File: src/rtl/neuron_pkg.sv
// rtl/neuron_pkg.sv - shared types, widths and error saturation for neuron supervisors
package neuron_pkg;

   localparam int ERR_W = 16;
   localparam int ACT_W = 32;

   typedef enum logic [1:0] {
      IDLE    = 2'd0,
      SETTLE  = 2'd1,
      COMPARE = 2'd2,
      LEARN   = 2'd3
   } state_e;

   // Clamp a 34-bit signed difference into the 16-bit signed error range.
   function automatic logic signed [ERR_W-1:0] sat16(input logic signed [ACT_W+1:0] v);
      if (v > 34'sd32767) begin
         return 16'sh7FFF;
      end else if (v < -34'sd32768) begin
         return 16'sh8000;
      end else begin
         return v[ERR_W-1:0];
      end
   endfunction

endpackage

File: src/rtl/neuron_error_supervisor_if.sv
// rtl/neuron_error_supervisor_if.sv - target handshake and neuron learning-port bundle
interface neuron_error_supervisor_if;
   import neuron_pkg::*;

   logic                    tgt_valid;
   logic signed [ACT_W-1:0] tgt_data;
   logic                    tgt_ready;
   logic        [ERR_W-1:0] tol;
   logic signed [ACT_W-1:0] neuron_out;
   logic signed [ERR_W-1:0] feedback_error;
   logic                    enable_learning;
   logic                    busy;
   logic                    done;
   logic                    converged;
   logic                    timeout;
   logic             [15:0] epoch_count;

   modport master (
      output tgt_valid, tgt_data, tol, neuron_out,
      input  tgt_ready, feedback_error, enable_learning, busy, done,
             converged, timeout, epoch_count
   );

   modport slave (
      input  tgt_valid, tgt_data, tol, neuron_out,
      output tgt_ready, feedback_error, enable_learning, busy, done,
             converged, timeout, epoch_count
   );

endinterface

File: src/rtl/error_saturator.sv
// rtl/error_saturator.sv - 34-bit target/actual difference, shift, saturation and tolerance flag
module error_saturator
   import neuron_pkg::*;
#(
   parameter int ERR_SHIFT = 0
) (
   input  logic signed [ACT_W-1:0] target,
   input  logic signed [ACT_W-1:0] actual,
   input  logic        [ERR_W-1:0] tol,
   output logic signed [ERR_W-1:0] err_sat,
   output logic                    within_tol
);

   logic signed [ACT_W+1:0] diff;
   logic signed [ACT_W+1:0] shifted;
   logic        [ACT_W+1:0] mag;

   always_comb begin
      diff    = {{2{target[ACT_W-1]}}, target} - {{2{actual[ACT_W-1]}}, actual};
      shifted = diff >>> ERR_SHIFT;
      // Tolerance uses the unshifted magnitude so ERR_SHIFT only scales the feedback.
      mag        = diff[ACT_W+1] ? -diff : diff;
      within_tol = (mag <= {{(ACT_W+2-ERR_W){1'b0}}, tol});
      err_sat    = sat16(shifted);
   end

endmodule

File: src/rtl/neuron_error_supervisor.sv
// rtl/neuron_error_supervisor.sv - closed-loop learn/settle training controller for one neuron
module neuron_error_supervisor
   import neuron_pkg::*;
#(
   parameter int SETTLE_CYCLES = 2,
   parameter int LEARN_CYCLES  = 1,
   parameter int ERR_SHIFT     = 0,
   parameter int MAX_ITER      = 16
) (
   input  logic                     clk,
   input  logic                     rst,
   neuron_error_supervisor_if.slave bus
);

   localparam logic [7:0]  SETTLE_LOAD = 8'(SETTLE_CYCLES - 1);
   localparam logic [7:0]  LEARN_LOAD  = 8'(LEARN_CYCLES - 1);
   localparam logic [15:0] ITER_LIMIT  = 16'(MAX_ITER);

   state_e                  state_q, state_d;
   logic signed [ACT_W-1:0] tgt_q, tgt_d;
   logic        [ERR_W-1:0] tol_q, tol_d;
   logic             [15:0] iter_q, iter_d;
   logic             [15:0] epoch_q, epoch_d;
   logic              [7:0] cnt_q, cnt_d;
   logic signed [ERR_W-1:0] fb_q, fb_d;
   logic                    learn_q, learn_d;
   logic                    done_q, done_d;
   logic                    conv_q, conv_d;
   logic                    tmo_q, tmo_d;
   logic signed [ERR_W-1:0] err_sat;
   logic                    within_tol;

   error_saturator #(
      .ERR_SHIFT (ERR_SHIFT)
   ) u_sat (
      .target     (tgt_q),
      .actual     (bus.neuron_out),
      .tol        (tol_q),
      .err_sat    (err_sat),
      .within_tol (within_tol)
   );

   always_ff @(posedge clk or posedge rst) begin
      if (rst) begin
         state_q <= IDLE;
      end else begin
         state_q <= state_d;
      end
   end

   always_ff @(posedge clk or posedge rst) begin
      if (rst) begin
         tgt_q   <= '0;
         tol_q   <= '0;
         iter_q  <= '0;
         epoch_q <= '0;
         cnt_q   <= '0;
         fb_q    <= '0;
         learn_q <= 1'b0;
         done_q  <= 1'b0;
         conv_q  <= 1'b0;
         tmo_q   <= 1'b0;
      end else begin
         tgt_q   <= tgt_d;
         tol_q   <= tol_d;
         iter_q  <= iter_d;
         epoch_q <= epoch_d;
         cnt_q   <= cnt_d;
         fb_q    <= fb_d;
         learn_q <= learn_d;
         done_q  <= done_d;
         conv_q  <= conv_d;
         tmo_q   <= tmo_d;
      end
   end

   always_comb begin
      state_d = state_q;
      case (state_q)
         IDLE:    if (bus.tgt_valid) state_d = SETTLE;
         SETTLE:  if (cnt_q == 8'd0) state_d = COMPARE;
         COMPARE: begin
            if (within_tol || (iter_q == ITER_LIMIT)) state_d = IDLE;
            else                                      state_d = LEARN;
         end
         LEARN:   if (cnt_q == 8'd0) state_d = SETTLE;
         default: state_d = IDLE;
      endcase
   end

   always_comb begin
      tgt_d   = tgt_q;
      tol_d   = tol_q;
      iter_d  = iter_q;
      epoch_d = epoch_q;
      cnt_d   = cnt_q;
      fb_d    = fb_q;
      learn_d = learn_q;
      done_d  = 1'b0;
      conv_d  = conv_q;
      tmo_d   = tmo_q;
      case (state_q)
         IDLE: begin
            if (bus.tgt_valid) begin
               tgt_d  = bus.tgt_data;
               tol_d  = bus.tol;
               iter_d = '0;
               conv_d = 1'b0;
               tmo_d  = 1'b0;
               cnt_d  = SETTLE_LOAD;
            end
         end
         SETTLE: begin
            if (cnt_q != 8'd0) cnt_d = cnt_q - 8'd1;
         end
         COMPARE: begin
            if (within_tol) begin
               conv_d = 1'b1;
               fb_d   = '0;
               done_d = 1'b1;
            end else if (iter_q == ITER_LIMIT) begin
               tmo_d  = 1'b1;
               conv_d = 1'b0;
               fb_d   = '0;
               done_d = 1'b1;
            end else begin
               fb_d    = err_sat;
               learn_d = 1'b1;
               iter_d  = iter_q + 16'd1;
               epoch_d = (epoch_q == 16'hFFFF) ? epoch_q : epoch_q + 16'd1;
               cnt_d   = LEARN_LOAD;
            end
         end
         LEARN: begin
            // Error is only meaningful while learning is enabled, so both drop together.
            if (cnt_q == 8'd0) begin
               learn_d = 1'b0;
               fb_d    = '0;
               cnt_d   = SETTLE_LOAD;
            end else begin
               cnt_d = cnt_q - 8'd1;
            end
         end
         default: ;
      endcase
   end

   assign bus.tgt_ready       = (state_q == IDLE);
   assign bus.busy            = (state_q != IDLE);
   assign bus.feedback_error  = fb_q;
   assign bus.enable_learning = learn_q;
   assign bus.done            = done_q;
   assign bus.converged       = conv_q;
   assign bus.timeout         = tmo_q;
   assign bus.epoch_count     = epoch_q;

endmodule

File: src/flat_wrapper.sv
// flat-port wrapper written by rule: the top's interface ports become plain ports
module neuron_error_supervisor_flat import neuron_pkg::*;
#(
   parameter int SETTLE_CYCLES = 2,
   parameter int LEARN_CYCLES  = 1,
   parameter int ERR_SHIFT     = 0,
   parameter int MAX_ITER      = 16
)
  (clk, rst, bus_tgt_valid, bus_tgt_data, bus_tol, bus_neuron_out, bus_tgt_ready, bus_feedback_error, bus_enable_learning, bus_busy, bus_done, bus_converged, bus_timeout, bus_epoch_count);
  neuron_error_supervisor_if bus_i ();
  input  logic clk;
  input  logic rst;
  input wire logic [$bits(bus_i.tgt_valid)-1:0] bus_tgt_valid;
  input wire logic [$bits(bus_i.tgt_data)-1:0] bus_tgt_data;
  input wire logic [$bits(bus_i.tol)-1:0] bus_tol;
  input wire logic [$bits(bus_i.neuron_out)-1:0] bus_neuron_out;
  output wire logic [$bits(bus_i.tgt_ready)-1:0] bus_tgt_ready;
  output wire logic [$bits(bus_i.feedback_error)-1:0] bus_feedback_error;
  output wire logic [$bits(bus_i.enable_learning)-1:0] bus_enable_learning;
  output wire logic [$bits(bus_i.busy)-1:0] bus_busy;
  output wire logic [$bits(bus_i.done)-1:0] bus_done;
  output wire logic [$bits(bus_i.converged)-1:0] bus_converged;
  output wire logic [$bits(bus_i.timeout)-1:0] bus_timeout;
  output wire logic [$bits(bus_i.epoch_count)-1:0] bus_epoch_count;
  assign bus_i.tgt_valid = bus_tgt_valid;
  assign bus_i.tgt_data = bus_tgt_data;
  assign bus_i.tol = bus_tol;
  assign bus_i.neuron_out = bus_neuron_out;
  assign bus_tgt_ready = bus_i.tgt_ready;
  assign bus_feedback_error = bus_i.feedback_error;
  assign bus_enable_learning = bus_i.enable_learning;
  assign bus_busy = bus_i.busy;
  assign bus_done = bus_i.done;
  assign bus_converged = bus_i.converged;
  assign bus_timeout = bus_i.timeout;
  assign bus_epoch_count = bus_i.epoch_count;
  neuron_error_supervisor #(.SETTLE_CYCLES(SETTLE_CYCLES), .LEARN_CYCLES(LEARN_CYCLES), .ERR_SHIFT(ERR_SHIFT), .MAX_ITER(MAX_ITER)) u_core (.clk(clk), .rst(rst), .bus(bus_i));
endmodule
File: config.mk
export PLATFORM = sky130hd
export DESIGN_NAME = neuron_error_supervisor_flat
export DESIGN_NICKNAME = d
export VERILOG_FILES = /design/src/rtl/neuron_pkg.sv /design/src/rtl/neuron_error_supervisor_if.sv /design/src/rtl/error_saturator.sv /design/src/rtl/neuron_error_supervisor.sv /design/src/flat_wrapper.sv
export SDC_FILE = /design/constraint.sdc
export NUM_CORES = 1
export LEC_CHECK = 0
export CAP_MARGIN = 40
export CORE_MARGIN = 5
export CORE_UTILIZATION = 30
export DETAILED_ROUTE_END_ITERATION = 8
export HOLD_SLACK_MARGIN = 0.06
export SLEW_MARGIN = 20
export SYNTH_ARGS = -nofsm -noshare
export SYNTH_HDL_FRONTEND = slang
export SYNTH_SLANG_ARGS = --single-unit
File: constraint.sdc
create_clock -name clk -period 7.23 [get_ports clk]
set_input_delay 1.0845 -clock clk [delete_from_list [all_inputs] [get_ports clk]]
set_output_delay 1.0845 -clock clk [all_outputs]
set_load 0.05 [all_outputs]
==> metrics.csv <==
metric,value,unit
outcome,completed,
die area,34020,µm²
# DRC,0,
hold crit path type,reg2reg,
CTS Buf Count,9,
Hold Fails Final Rpt,0,
predominant post-synthesis flop cell,dfrtp_1,
dpl hpwl,20.44,mm
# clock sinks,110,
number of hold buffers added after CTS,0,
Die Wd,184.4,µm
Sum Neg Setup Slack,0,ns
Synth Area in Simple Gates,0.2086,
"Distinct cells, synth",92,
fraction of the mapped netlist area in adder cells,0.08169,
"Avg Cell Area, Syn",8.645,µm²
RD Place Congestion,0.9072,
R2R Path Start,u_core.tgt_q[0]$_DFFE_PP0P_,
Antenna Cells,0,
clk_skew,0.01457,ns
"Seq/Total Area, Yosys",0.3015,
clock share of power,0.096,
number of flops mapped to enable cells by yosys,0,
final wirelength,26.05,mm
Ys Warns,0,
crit-path cells,"clkdlybuf4s50_1, ha_1, fa_1, and2b_1, o2111ai_2, a31oi_1, xor2_1, nor4_2, and4_1, nor2_1, xor2_1, ha_1, nand4_1, nor2_1, a221oi_1, o221ai_1, a21oi_1, o211a_1, o2111ai_1, or4_4, o31ai_4, buf_4, a2111oi_0, mux2i_1",
max-capacitance violation count,0,
Antenna Nets Post-Route,0,
DR vias/cell,5.245,
DR vias,8261,
Reg2Reg Setup Slack,1.37,ns
Area growth syn-to-layout,22.93,%
Core Region,29870,µm²
total track usage,0.1520,
post-synthesis instance area,9129,µm²
cts repair resizes,0,
Critical-path top delay cell,or4_4,
critical path type,in2reg,
CP Launch Type,primary input,
most frequent cells in the layout,"clkdlybuf4s50_1 (120), dfrtp_1 (110), nand2_1 (93), nor2_1 (77), inv_1 (75)",
Post-Synthesis Cells,1056,
Clock Tree Root,clkbuf_16,
Final Cycle Share,0.9198,
io pins,121,
worst-path fanout max,15,
Slew HR,0.4864,
reg-to-reg critical path endpoint,u_core.iter_q[12]$_DFFE_PP0P_,
Crit. End Element,register,
Synth Register Bits,110,
Leak,4.866,nW
setup violators final,0,
"slowest stage delay, CP",0.55,ns
Worst VDD drop,0.0002543,V
worst hold stages,2,
clock latency on the worst-skew pair,0.36,ns
complex-gate fraction of the synthesized area,0.2294,
net load switching power,2.701,mW
Tot Pwr,5.313,mW
die height,184.4,µm
first-pass GRT wire length,42.75,mm
Post-CTS Setup Repair Bufs,0,
"Remaining Overflow, GRT",0,
CTS tree,done,
layout cell share with drive strength beyond 1,0.1342,
Pint,2.612,mW
post-synthesis xor/xnor area fraction,0.04126,
H-Tree Depth,3,
mux cell area share after synthesis,0.08141,
Worst Setup SP,bus_neuron_out[0],
clock transition at the registers of the reported paths,0.07,ns
Clock Path Buffers,2,
DRT Pass-1 Iters,5,
CP required,7.45,ns
Worst Reg2Reg Path Length in Cells,24,
"most common cell after layout, fill and taps aside",clkdlybuf4s50_1,
fraction of registers with async set/reset,1.000,
max-slew violations,0,
PwrDens,473.4,nW/µm²
Final min period,6.650,ns
critical path data arrival time,6.87,ns
per-cell routed wire length,16.54,µm
net count of the mapped netlist,1198,
largest net degree at the start of global routing,51,
CP Capture Point,u_core.iter_q[12]$_DFFE_PP0P_,
largest family of logic cells by synthesized area,compound AO/OA/AOI/OAI gates,
Switching Share,0.5084,
Worst Max-Slew Pin Slew,0.7624,ns
RSZ-0062 raised after global routing,false,
Highest Clock Rate,0.1504,GHz
num rows,63,
IO Port Bufs,120,
Initial Util,0.3056,
sequential power share,0.185,
1st-iter DRT viols,505,
number of global-route vias before repair,8277,
Final nets,1322,
initial antenna violation count,0,
Logic pwr share,0.719,
==> cells in the mapped netlist (all sizes together), types with 7 or more instances <==
cell / number / area (µm²)
nand2: 94 / 352.8
a31oi: 14 / 87.58
nor2: 77 / 289.0
o31ai: 8 / 87.58
mux2: 50 / 563.0
or3: 9 / 56.30
a211oi: 12 / 90.09
buf: 23 / 147.6
dfrtp: 110 / 2753
nor3: 28 / 140.1
nand3: 29 / 145.1
a21oi: 82 / 462.9
inv: 76 / 285.3
clkbuf: 21 / 78.83
xnor2: 19 / 166.4
nor4b: 7 / 67.56
nand4: 24 / 165.2
mux2i: 18 / 180.2
a21boi: 8 / 60.05
or4: 8 / 63.81
nand2b: 19 / 118.9
o21a: 11 / 82.58
and3: 11 / 68.82
and4: 7 / 61.31
ha: 58 / 725.7
a21o: 18 / 142.6
and2: 15 / 96.34
o21ai: 60 / 345.3
xor2: 24 / 210.2
nor4: 14 / 115.1
==> final cells by class <==
| cell class | count | area, µm² |
|---|---|---|
| Sequential cell | 110 | 2753 |
| Tap cell | 390 | 488.0 |
| Clock buffer | 10 | 239.0 |
| Clock inverter | 6 | 52.55 |
| Timing Repair Buffer | 157 | 1531 |
| Fill cell | 3057 | 18650 |
| Multi-Input combinational cell | 826 | 5871 |
| Inverter | 76 | 287.8 |
==> routing by layer <==
metal	vias up	wire (µm)	global-route usage
met5	-	0	0
met4	0	378	0.03549
met3	21	1380	0.02625
met2	201	11340	0.2386
met1	3931	12940	0.2186
li1	4108	-	-
==> worst max-delay path, delay by kind of cell <==
family	cells	cell delay (ns)
mux	1	0.16
simple gates	7	1.84
buf+inv	2	0.70
xor+xnor	2	0.32
fa+ha+maj	3	0.92
compound gates	9	1.82
==> metrics by stage <==
stage	hold WS [ns]	area, µm²	std cells	util	setup WS [ns]
after floorplan	0.4794	9129	1056	-	0.6901
after global placement	0.4650	10880	1556	0.3642	0.2965
after detailed placement	0.4673	10920	1558	0.3655	0.2024
after CTS	0.4847	11210	1574	0.3753	0.5956
after global routing	0.5158	11220	1575	0.3756	0.07048
final	0.4823	11220	1575	0.3756	0.5796
==> sequential cells by signal (all words and copies together), names as in the netlist <==
name	count
u_core.bus.converged	1
u_core.bus.timeout	1
u_core.bus.enable_learning	1
u_core.cnt_q	8
u_core.bus.feedback_error	16
u_core.tgt_q	32
u_core.state_q	2
u_core.iter_q	16
u_core.tol_q	16
u_core.bus.done	1
u_core.bus.epoch_count	16
==> how the worst min path moves through the flow <==
| stage | to | start |
|---|---|---|
| after global placement | u_core.bus.feedback_error[9]$_DFFE_PP0P_ | u_core.bus.feedback_error[9]$_DFFE_PP0P_ |
| after detailed placement | u_core.bus.feedback_error[2]$_DFFE_PP0P_ | u_core.bus.feedback_error[2]$_DFFE_PP0P_ |
| final | u_core.bus.feedback_error[2]$_DFFE_PP0P_ | u_core.bus.feedback_error[2]$_DFFE_PP0P_ |
| after floorplan | u_core.tgt_q[0]$_DFFE_PP0P_ | u_core.tgt_q[0]$_DFFE_PP0P_ |
| after CTS | u_core.bus.feedback_error[2]$_DFFE_PP0P_ | u_core.bus.feedback_error[2]$_DFFE_PP0P_ |
| after global routing | u_core.bus.epoch_count[8]$_DFFE_PP0P_ | u_core.bus.epoch_count[8]$_DFFE_PP0P_ |
==> kinds of logic (layout without fill, tap and decap cells) <==
family                   after synthesis  count (layout)
AO/OA/AOI/OAI                        292             292
flip-flops                           110             110
AND/OR/NAND/NOR                      364             364
multiplexers                          68              68
buffers and inverters                120             249
XOR/XNOR                              43              43
adder cells (fa/ha/maj)               59              59
==> power groups by stage <==
stage	clock network (mW)	registers, mW	logic, mW
2_1_floorplan	0	1.16	2.58
3_3_place_gp	0	0.993	3.76
3_5_place_dp	0	0.998	3.78
4_1_cts	0.530	0.987	3.81
5_1_grt	0.552	1.02	4.23
6_report	0.511	0.985	3.82
Note: power is estimated with default switching activity, not from simulation.
